**src/rtl/sw_outarb_pkg.sv**
```systemverilog
// Shared switch constants: flit layout, flit type codes and the output arbiter state encoding.
package sw_outarb_pkg;

  localparam int PORT = 3;
  localparam int PKTW = 9;

  localparam logic [1:0] FT_IDLE = 2'b00;
  localparam logic [1:0] FT_BODY = 2'b01;
  localparam logic [1:0] FT_HEAD = 2'b10;
  localparam logic [1:0] FT_TAIL = 2'b11;

  typedef enum logic {
    ST_IDLE   = 1'b0,
    ST_LOCKED = 1'b1
  } arb_state_t;

endpackage

```
**src/rtl/sw_outarb_rr_pick.sv**
```systemverilog
// Combinational round-robin picker: first set request at or after ptr, wrapping modulo NIN.
module sw_outarb_rr_pick #(
  parameter int NIN  = 4,
  parameter int SELW = 2
) (
  input  logic [NIN-1:0]  req,
  input  logic [SELW-1:0] ptr,
  output logic [NIN-1:0]  pick,
  output logic [SELW-1:0] idx,
  output logic            any
);

  logic [SELW-1:0] w_cand;

  always_comb begin
    pick   = '0;
    idx    = '0;
    any    = 1'b0;
    w_cand = '0;
    for (int k = 0; k < NIN; k++) begin
      w_cand = SELW'((int'(ptr) + k) % NIN);
      if (!any && req[w_cand]) begin
        any          = 1'b1;
        pick[w_cand] = 1'b1;
        idx          = w_cand;
      end
    end
  end

endmodule

```
**src/rtl/sw_outarb.sv**
```systemverilog
// Per-output round-robin arbiter that locks the crossbar to one input from header to tail flit.
// Optional lock watchdog enabled by defining SW_OUTARB_TIMEOUT_EN.
module sw_outarb
  import sw_outarb_pkg::*;
#(
  parameter int NIN  = PORT + 1,
  parameter int SELW = $clog2(NIN)
) (
  input  logic            clk,
  input  logic            rst,
  input  logic [NIN-1:0]  req,
  input  logic [NIN-1:0]  tail,
  output logic [NIN-1:0]  grant,
  output logic [SELW-1:0] sel,
  output logic            busy
);

  arb_state_t      r_state;
  logic [SELW-1:0] r_ptr;
  logic [SELW-1:0] r_sel;
  logic [NIN-1:0]  r_grant;
  logic            r_busy;

  logic [NIN-1:0]  w_pick;
  logic [SELW-1:0] w_pick_idx;
  logic            w_any;
  logic            w_release;

  function automatic logic [SELW-1:0] wrap_inc(input logic [SELW-1:0] v);
    return (v == SELW'(NIN - 1)) ? '0 : v + SELW'(1);
  endfunction

  sw_outarb_rr_pick #(
    .NIN  (NIN),
    .SELW (SELW)
  ) u_pick (
    .req  (req),
    .ptr  (r_ptr),
    .pick (w_pick),
    .idx  (w_pick_idx),
    .any  (w_any)
  );

`ifdef SW_OUTARB_TIMEOUT_EN
  logic [5:0] r_wdog;

  // Saturates at 63 so an owner still requesting keeps the lock indefinitely.
  always_ff @(posedge clk) begin
    if (rst || (r_state != ST_LOCKED) || tail[r_sel]) begin
      r_wdog <= '0;
    end else if (r_wdog != 6'd63) begin
      r_wdog <= r_wdog + 6'd1;
    end
  end

  assign w_release = tail[r_sel] || ((r_wdog == 6'd63) && !req[r_sel]);
`else
  assign w_release = tail[r_sel];
`endif

  // Only the owner's tail releases; a dropped owner request alone keeps the lock.
  always_ff @(posedge clk) begin
    if (rst) begin
      r_state <= ST_IDLE;
      r_grant <= '0;
      r_sel   <= '0;
      r_busy  <= 1'b0;
      r_ptr   <= '0;
    end else begin
      case (r_state)
        ST_IDLE: begin
          if (w_any) begin
            r_grant <= w_pick;
            r_sel   <= w_pick_idx;
            r_busy  <= 1'b1;
            r_state <= ST_LOCKED;
          end
        end
        ST_LOCKED: begin
          if (w_release) begin
            r_grant <= '0;
            r_busy  <= 1'b0;
            r_ptr   <= wrap_inc(r_sel);
            r_state <= ST_IDLE;
          end
        end
        default: r_state <= ST_IDLE;
      endcase
    end
  end

  assign grant = r_grant;
  assign sel   = r_sel;
  assign busy  = r_busy;

endmodule

```
**config.mk**
```make
export PLATFORM = sky130hd
export DESIGN_NAME = sw_outarb
export DESIGN_NICKNAME = d
export VERILOG_FILES = /design/src/rtl/sw_outarb_pkg.sv /design/src/rtl/sw_outarb_rr_pick.sv /design/src/rtl/sw_outarb.sv
export SDC_FILE = /design/constraint.sdc
export NUM_CORES = 1
export LEC_CHECK = 0
export ABC_AREA = 1
export ABC_CLOCK_PERIOD_IN_PS = 3000
export BUFFER_PORTS_ARGS = -buffer_cell sky130_fd_sc_hd__buf_2
export CORE_MARGIN = 10
export CORE_UTILIZATION = 55
export CTS_CLUSTER_SIZE = 30
export DETAILED_ROUTE_END_ITERATION = 10
export GPL_TIMING_DRIVEN = 0
export PLACE_DENSITY = 0.87
export SETUP_SLACK_MARGIN = 0.5
export SLEW_MARGIN = 10
export SYNTH_ARGS = -nofsm -noshare
export SYNTH_HDL_FRONTEND = slang
export SYNTH_SLANG_ARGS = --single-unit
```
**constraint.sdc**
```tcl
create_clock -name clk -period 3 [get_ports clk]
set_input_delay 0.45 -clock clk [delete_from_list [all_inputs] [get_ports clk]]
set_output_delay 0.45 -clock clk [all_outputs]
set_load 0.01 [all_outputs]
```
==> metrics.cfg, run 1 <==
[clocking]
clk_pin_slew_ns=0.08
cts.sinks=10
cts-buffers-inserted=3
cts_repair_resize_count=0
tritoncts_clock_tree=done
cts_hold_buf=0
htree_levels=1
cts_max_path_buffers=2
clk_latency_ns=0.27
clock_tree.root_cell=sky130_fd_sc_hd__clkbuf_4
post-cts-setup-buffer-count=0

[setup_path]
worstPathMaxFanout=9
worst_ep_arrival_time_ns=2.33
worstPathCellList=inv_1 > ha_1 > inv_1 > nand3_1 > nand2_1 > nor2_1 > a21oi_1 > nand3_1 > nand2_1 > nand2_1
ff2ff_setup_slack_ns=0.88
reg2reg_to=grant[0]$_SDFFE_PP0P_
startpoint_type=flop
critPathMaxStageDelay_ns=0.53
regToRegStartpoint=r_ptr[1]$_SDFFE_PP0P_
critPathMostFrequentCell=sky130_fd_sc_hd__nand2_1
reg2reg_depth=10
start_to_end_type_of_the_worst_setup_path=reg2reg
cp_data_required_time_ns=3.20
cp-end-kind=flop
worst_path_max_delay_cell=sky130_fd_sc_hd__dfxtp_1

[routing]
post_drt_via_cell_ratio=5.45
ant_nets=0
detailedRoute.firstIterationViolations=25
drcViolationCount=0
detail_route.wl_per_cell_um=12.5
detailedRoute.firstPassIterationCount=4
dr_total_vias=932
route.final.wire_length_mm=2.14

[place]
gp_congestion=0.834
placed_cell_area_sq_um=996
dp.final_hpwl_mm=1.69
port-buffer-count=16
dp.cells=167

[logic_synthesis]
synth-seq-area-share_pct=22.3
post_synth_most_frequent_cells=34 x sky130_fd_sc_hd__nand2_1, 20 x sky130_fd_sc_hd__nand3_1, 13 x sky130_fd_sc_hd__inv_1, 10 x sky130_fd_sc_hd__dfxtp_1
synth_cell_type_count=18
yosys_reg_bits=10
top_cell_type_by_total_area_after_synthesis=sky130_fd_sc_hd__dfxtp_1
synth_async_sr_flop_share_pct=0
synth_nets=153
synthesis.area_per_instance_sq_um=6.64
post_synth_main_area_contributors=sky130_fd_sc_hd__dfxtp_1 22%, sky130_fd_sc_hd__nand2_1 14%, sky130_fd_sc_hd__ha_1 11%
synth_enable_flop_cells=0
yosysTopAreaCellShare_pct=22.3
most_frequent_cell_after_synthesis=sky130_fd_sc_hd__nand2_1
netlist_area_before_placement_sq_um=896
ys.flop_type=sky130_fd_sc_hd__dfxtp_1
cell_count_after_synthesis=135
synthesis_warnings=0

[sta]
period_needed_ns=2.12
whs_ns=0.471
timing.final.setup_violations=0
timing.fmax_mhz=471
rsz_0062_raised_after_global_routing=false
slew_headroom_pct=71.5
layout_worst_path_cycle_share_pct=70.8
timing.clock.skew_ns=0.0105
final.setup.tns_ns=0
number_of_hold_slack_violations_in_the_final_timing_report=0
slew_viol_final=0
worst_pin_slew_ns=0.427

[job]
max-cap-violations=0

[floorplanning]
fp-row-count=14
die_area_sq_um=3640
initial_utilization_pct=58.8
die_x_um=60.4
top_level_ports=17
chip_height_um=60.4
core_area_sq_um=1520

[power]
power.ir.vdd_worst_uv=563
leakagePower_nw=0.548
cellPowerDensity_nw_per_um2=1070

[hold_path]
min-delay-path-class=reg2reg
hold_start=busy$_SDFFE_PP0P_
min_delay_path_depth=2
whs_endpoint=busy$_SDFFE_PP0P_

[layout]
multi_input_comb_area_sq_um=632
final_util_pct=67.7
fill_cells=127
area.growth.synth_to_final_pct=15.2
area.sequential_sq_um=200
final_design_instance_area_without_fill_sq_um=1030
nNetsFinal=174
post_route_cells_drive_above_1_share_pct=23.9
n_antenna_cell=0
final_cell_count_no_fill=171

[grt]
globalRoute.totalOverflow=0
grt_antenna_before_repair=0
largest_net_degree_at_the_start_of_global_routing=12
grt_first_pass_wirelength_mm=3.59
number_of_global_route_vias_before_repair=862
grt_use_total_pct=12.2

[run_status]
status=finished clean

## per-layer routing
metal  part of all wire (%)  up-vias  GRT usage, %
met1                     45      419          14.6
met3                    6.4        0          4.80
li1                       -      493             -
met5                      0        -             0
met2                     49       20          19.4
met4                      0        0          3.85
## critical path: cells and delay by family (launching register included)
kind            cells  cell delay [ns]
compound gates      1             0.11
fa+ha+maj           1             0.43
buf+inv             2             0.33
flops               1             0.53
simple gates        6             0.64
## final cells by class
cell class / instances / area share (%)
tap: 16 / 1.94
multi-input combinational: 110 / 61.2
sequential: 10 / 19.4
clock buffer: 4 / 3.52
inverter: 14 / 5.09
timing repair buffer: 16 / 7.76
buffer: 1 / 1.09
## state kept, by name, indices dropped and copies added (netlist names)
signal,count
busy,1
r_state,1
sel,2
grant,4
r_ptr,2
## where the power goes
part | internal, mW | total [mW] | switching (mW)
clock network | 0.0736 | 0.123 | 0.0494
logic | 0.257 | 0.731 | 0.474
registers | 0.187 | 0.247 | 0.0607
total | 0.517 | 1.10 | 0.584
## cells by family after synthesis
group	synth area share (%)
AO/OA/AOI/OAI	12.0
adder cells (fa/ha/maj)	11.2
buffers and inverters	7.12
flip-flops	22.3
AND/OR/NAND/NOR	47.3
## cells in the final DEF (no fill, tap or decap), drive strengths merged
cell type,instances
nand2,42
nand3,25
buf,17
inv,14
nor2,11
dfxtp,10
a21oi,9
ha,8
o21ai,5
nand4,4
a21boi,4
clkbuf,4
nor3,1
o21bai,1
## worst max path at each step
stage                                     start                    end  slack, ns  cells after the start
after floorplan           r_ptr[0]$_SDFFE_PP0P_    sel[0]$_SDFFE_PP0P_       1.23                     11
after global placement    r_ptr[0]$_SDFFE_PP0P_  grant[1]$_SDFFE_PP0P_       0.99                     10
after detailed placement  r_ptr[0]$_SDFFE_PP0P_  grant[1]$_SDFFE_PP0P_       0.93                     10
after CTS                 r_ptr[1]$_SDFFE_PP0P_  grant[0]$_SDFFE_PP0P_       0.89                     10
after global routing      r_ptr[0]$_SDFFE_PP0P_  grant[0]$_SDFFE_PP0P_       0.67                     10
final                     r_ptr[1]$_SDFFE_PP0P_  grant[0]$_SDFFE_PP0P_       0.88                     10
## metrics by stage
stage / setup slack, ns / power, mW
2_1_floorplan: 1.23 / 0.803
3_3_place_gp: 0.989 / 0.942
3_5_place_dp: 0.928 / 0.971
4_1_cts: 0.892 / 1.10
5_1_grt: 0.667 / 1.21
6_report: 0.875 / 1.10
No activity file was read; power rests on OpenSTA's default activity.
==> run 2: changes to the inputs <==
ABC_CLOCK_PERIOD_IN_PS = 1800   (was 3000)
CORE_UTILIZATION = 48   (was 55)
PLACE_DENSITY = 0.81   (was 0.87)
clock period = 1.8 ns   (was 3 ns; I/O delays follow)
==> metrics.cfg, run 2 (synthesis gave the netlist of run 1 again) <==
[setup_path]
cp_data_required_time_ns=1.97
start_to_end_type_of_the_worst_setup_path=reg2reg
worstPathMaxFanout=6
worst_ep_arrival_time_ns=1.73
startpoint_type=flop
cp-end-kind=flop

[routing]
detailroute.wirelength.met2_mm=1.23
detailedRoute.firstIterationViolations=33
detailedRoute.firstPassIterationCount=7
drcViolationCount=0
topRoutingLayerUsed=met4
dr_total_vias=1038
detail_route.wl_per_cell_um=13.2
ant_nets=0
post_drt_via_cell_ratio=5.55
route.final.wire_length_mm=2.47
m1WireLength_mm=1.04
wl_met3_um=140

[grt]
grt_first_pass_wirelength_mm=4.13
grt_use_total_pct=12.3
grt_antenna_before_repair=0
number_of_global_route_vias_before_repair=970
globalRoute.totalOverflow=0
largest_net_degree_at_the_start_of_global_routing=11

[layout]
post_route_cells_drive_above_1_share_pct=35.2
area.growth.synth_to_final_pct=31.7
largest_register_ff_count=4
final_cell_mix=31 x sky130_fd_sc_hd__nand2_1, 20 x sky130_fd_sc_hd__nand3_1, 16 x sky130_fd_sc_hd__buf_2
nNetsFinal=182
n_antenna_cell=0
layout.cells.most_common=sky130_fd_sc_hd__nand2_1

[sta]
period_needed_ns=1.56
final.setup.tns_ns=0
slew_headroom_pct=81.6
rsz_0062_raised_after_global_routing=true
timing.fmax_mhz=643
timing.clock.skew_ns=0.00141
worst_pin_slew_ns=0.276
number_of_hold_slack_violations_in_the_final_timing_report=0
timing.final.setup_violations=0
layout_worst_path_cycle_share_pct=86.4
slew_viol_final=0

[power]
leakagePower_nw=0.594
cellPowerDensity_nw_per_um2=1830
power_mw=2.16
power.ir.vdd_worst_uv=1660

[place]
gp_congestion=0.813
dp.final_hpwl_mm=1.72
port-buffer-count=16

[floorplanning]
core_area_sq_um=1750
chip_height_um=63.2
die_area_sq_um=3990
fp-row-count=15
initial_utilization_pct=51.3
die_x_um=63.2
top_level_ports=17

[clocking]
cts.sinks=10
clk_pin_slew_ns=0.06
cts_max_path_buffers=2
tritoncts_clock_tree=done
clock_tree.root_cell=sky130_fd_sc_hd__clkbuf_4
htree_levels=1
cts_hold_buf=0
clk_latency_ns=0.27
cts-buffers-inserted=3

[run_status]
status=finished clean

[job]
max-cap-violations=0

[hold_path]
min-delay-path-class=in2reg

-- run 2: path summary, 6_finish.rpt --
| check | startpoint | cells past startpoint | slack (ns) | endpoint |
|---|---|---|---|---|
| max reg2reg | r_ptr[0]$_SDFFE_PP0P_ | 11 | 0.24 | sel[1]$_SDFFE_PP0P_ |
| min | rst | 2 | 0.30 | busy$_SDFFE_PP0P_ |
| min reg2reg | busy$_SDFFE_PP0P_ | 2 | 0.45 | busy$_SDFFE_PP0P_ |
| max | r_ptr[0]$_SDFFE_PP0P_ | 11 | 0.24 | sel[1]$_SDFFE_PP0P_ |
-- run 2: stage by stage --
step | utilization (%) | hold WS (ns) | cell area [sq um] | cells | worst slack [ns]
global placement | 59.3 | 0.437 | 1030 | 176 | 0.172
global route | 67.6 | 0.285 | 1180 | 187 | 0.163
floorplan | - | 0.383 | 923 | 135 | 0.319
detailed placement | 59.3 | 0.441 | 1030 | 176 | 0.114
finish | 67.6 | 0.295 | 1180 | 187 | 0.244
CTS | 66.2 | 0.296 | 1160 | 187 | 0.289
-- run 2: layer usage --
| metal | vias to the layer above | global-route usage [%] |
|---|---|---|
| li1 | 507 | - |
| met1 | 479 | 13.1 |
| met2 | 42 | 21.6 |
| met3 | 10 | 4.06 |
| met4 | 0 | 5.74 |
| met5 | - | 0 |
-- run 2: layout make-up --
type | instances | area (sq um)
buffer | 1 | 11.3
clock buffer | 3 | 22.5
inverter | 14 | 67.6
multi-input combinational | 111 | 706
timing repair buffer | 23 | 133
tap | 25 | 31.3
fill | 141 | 566
sequential | 10 | 209
-- run 2: critical path, cell delays in order (launching register included) --
cell                      delay (ns)
sky130_fd_sc_hd__dfxtp_4        0.39
sky130_fd_sc_hd__inv_8          0.04
sky130_fd_sc_hd__ha_4           0.30
sky130_fd_sc_hd__inv_4          0.04
sky130_fd_sc_hd__nand2_2        0.07
sky130_fd_sc_hd__nand2_2        0.06
sky130_fd_sc_hd__nor2_4         0.12
sky130_fd_sc_hd__nand3_4        0.13
sky130_fd_sc_hd__nand2_4        0.13
sky130_fd_sc_hd__nand2_1        0.07
sky130_fd_sc_hd__nand2_1        0.06
sky130_fd_sc_hd__nor2_1         0.04
-- run 2: power breakdown --
group          internal [mW]  switching (mW)
logic                  0.604           0.991
clock network         0.0775          0.0791
registers              0.325          0.0786
total                   1.01            1.15
-- run 2: repair_timing --
item | in CTS | in global routing
setup buffers | 7 | 0
endpoints found under the hold margin | 0 | 0
gates cloned | 1 | 0
pin swaps | 4 | 3
setup endpoints to repair | 9 | 10
resized for setup | 10 | 10
==> run 3: changes to the inputs <==
ABC_CLOCK_PERIOD_IN_PS = unset   (was 1800)
REMOVE_ABC_BUFFERS = 1   (was unset)
==> metrics.cfg, run 3 (synthesis gave the netlist of run 1 again) <==
[clocking]
cts_max_path_buffers=2
cts-buffers-inserted=3
clk_latency_ns=0.28
clock_tree.root_cell=sky130_fd_sc_hd__clkbuf_4
cts.sinks=10
htree_levels=1
tritoncts_clock_tree=done
cts_hold_buf=0
clk_pin_slew_ns=0.08

[floorplanning]
die_area_sq_um=3990
fp-row-count=15
top_level_ports=17
chip_height_um=63.2
die_x_um=63.2
core_area_sq_um=1750
initial_utilization_pct=51.3

[layout]
layout.cells.most_common=sky130_fd_sc_hd__nand2_1
area.growth.synth_to_final_pct=33.4
nNetsFinal=181
final_cell_mix=28 x sky130_fd_sc_hd__nand2_1, 20 x sky130_fd_sc_hd__nand3_1, 16 x sky130_fd_sc_hd__buf_2
post_route_cells_drive_above_1_share_pct=36.4
largest_register_ff_count=4
final_util_pct=68.5
n_antenna_cell=0

[grt]
globalRoute.totalOverflow=0
number_of_global_route_vias_before_repair=1032
grt_antenna_before_repair=0
grt_use_total_pct=13.0
largest_net_degree_at_the_start_of_global_routing=11
grt_first_pass_wirelength_mm=4.47

[power]
leakagePower_nw=0.596
power.ir.vdd_worst_uv=897
power_mw=2.33
cellPowerDensity_nw_per_um2=1950

[sta]
rsz_0062_raised_after_global_routing=true
period_needed_ns=1.65
slew_headroom_pct=72.0
timing.final.setup_violations=0
number_of_hold_slack_violations_in_the_final_timing_report=0
timing.clock.skew_ns=0.0109
worst_pin_slew_ns=0.419
postLayoutSetupSlackWorst_ns=0.154
timing.fmax_mhz=608
slew_viol_final=0
layout_worst_path_cycle_share_pct=91.4
whs_ns=0.299

[routing]
ant_nets=0
dr_total_vias=1054
post_drt_via_cell_ratio=5.64
detail_route.wl_per_cell_um=14.7
detailedRoute.firstPassIterationCount=5
route.final.wire_length_mm=2.75
drcViolationCount=0
detailedRoute.firstIterationViolations=39

[place]
gp_congestion=0.868
detailedPlace.worstSlack_ns=-0.461
port-buffer-count=16
dp.final_hpwl_mm=1.69

[setup_path]
startpoint_type=flop
worstPathMaxFanout=5
cp-end-kind=flop
start_to_end_type_of_the_worst_setup_path=reg2reg
worst_ep_arrival_time_ns=1.81
cp_data_required_time_ns=1.96

[run_status]
status=finished clean

[hold_path]
min-delay-path-class=in2reg

[job]
max-cap-violations=0

run 3: changes by cell type in the layout (fill, tap and decap cells not counted), sizes merged:
cell,delta
buf,-1
clkbuf,+1
clkinvlp,+1
inv,-1
run 3: layout make-up:
class / count / area (sq um)
clock buffers: 4 / 36.3
fillers: 151 / 551
inverters: 14 / 61.3
multi-input cells: 111 / 713
flip-flops and latches: 10 / 209
well taps: 25 / 31.3
repair buffers: 23 / 144
run 3: repair_timing:
item	4_1_cts	5_1_grt
setup buffers	5	1
resized for setup	14	15
hold endpoints to repair	0	0
endpoints found under the setup margin	9	10
pin swaps	9	10
gates cloned	2	0
run 3: worst paths after layout:
check	start	endpoint	slack (ns)	cells after the start
max reg2reg	r_ptr[1]$_SDFFE_PP0P_	grant[3]$_SDFFE_PP0P_	0.15	10
max	r_ptr[1]$_SDFFE_PP0P_	grant[3]$_SDFFE_PP0P_	0.15	10
min	rst	busy$_SDFFE_PP0P_	0.30	2
min reg2reg	busy$_SDFFE_PP0P_	busy$_SDFFE_PP0P_	0.46	2
run 3: layer usage:
layer	track usage, %	routed length (um)
met5	0	0
met3	3.71	162
met4	4.92	63
met1	14.9	1180
met2	22.0	1340
run 3: through the flow:
step                instances  instance area [sq um]  setup TNS [ns]
floorplan                 134                    885          -0.712
global placement          175                    996           -3.01
detailed placement        175                    996           -3.52
CTS                       186                   1130               0
global route              187                   1190               0
finish                    187                   1190               0
run 3: critical path, cell delays in order, from the launching register on:
cell,delay [ns]
sky130_fd_sc_hd__dfxtp_4,0.37
sky130_fd_sc_hd__clkinvlp_4,0.11
sky130_fd_sc_hd__ha_4,0.32
sky130_fd_sc_hd__buf_4,0.12
sky130_fd_sc_hd__nand3_1,0.09
sky130_fd_sc_hd__nand2_2,0.11
sky130_fd_sc_hd__nor2_4,0.06
sky130_fd_sc_hd__a21oi_1,0.13
sky130_fd_sc_hd__nand3_1,0.11
sky130_fd_sc_hd__nand2_1,0.08
sky130_fd_sc_hd__nand2_1,0.05
run 3: where the power goes:
| group | switching (mW) | internal [mW] | total [mW] |
|---|---|---|---|
| clock | 0.0860 | 0.123 | 0.209 |
| sequential | 0.0718 | 0.324 | 0.396 |
| combinational | 1.07 | 0.650 | 1.72 |
| total | 1.23 | 1.10 | 2.33 |
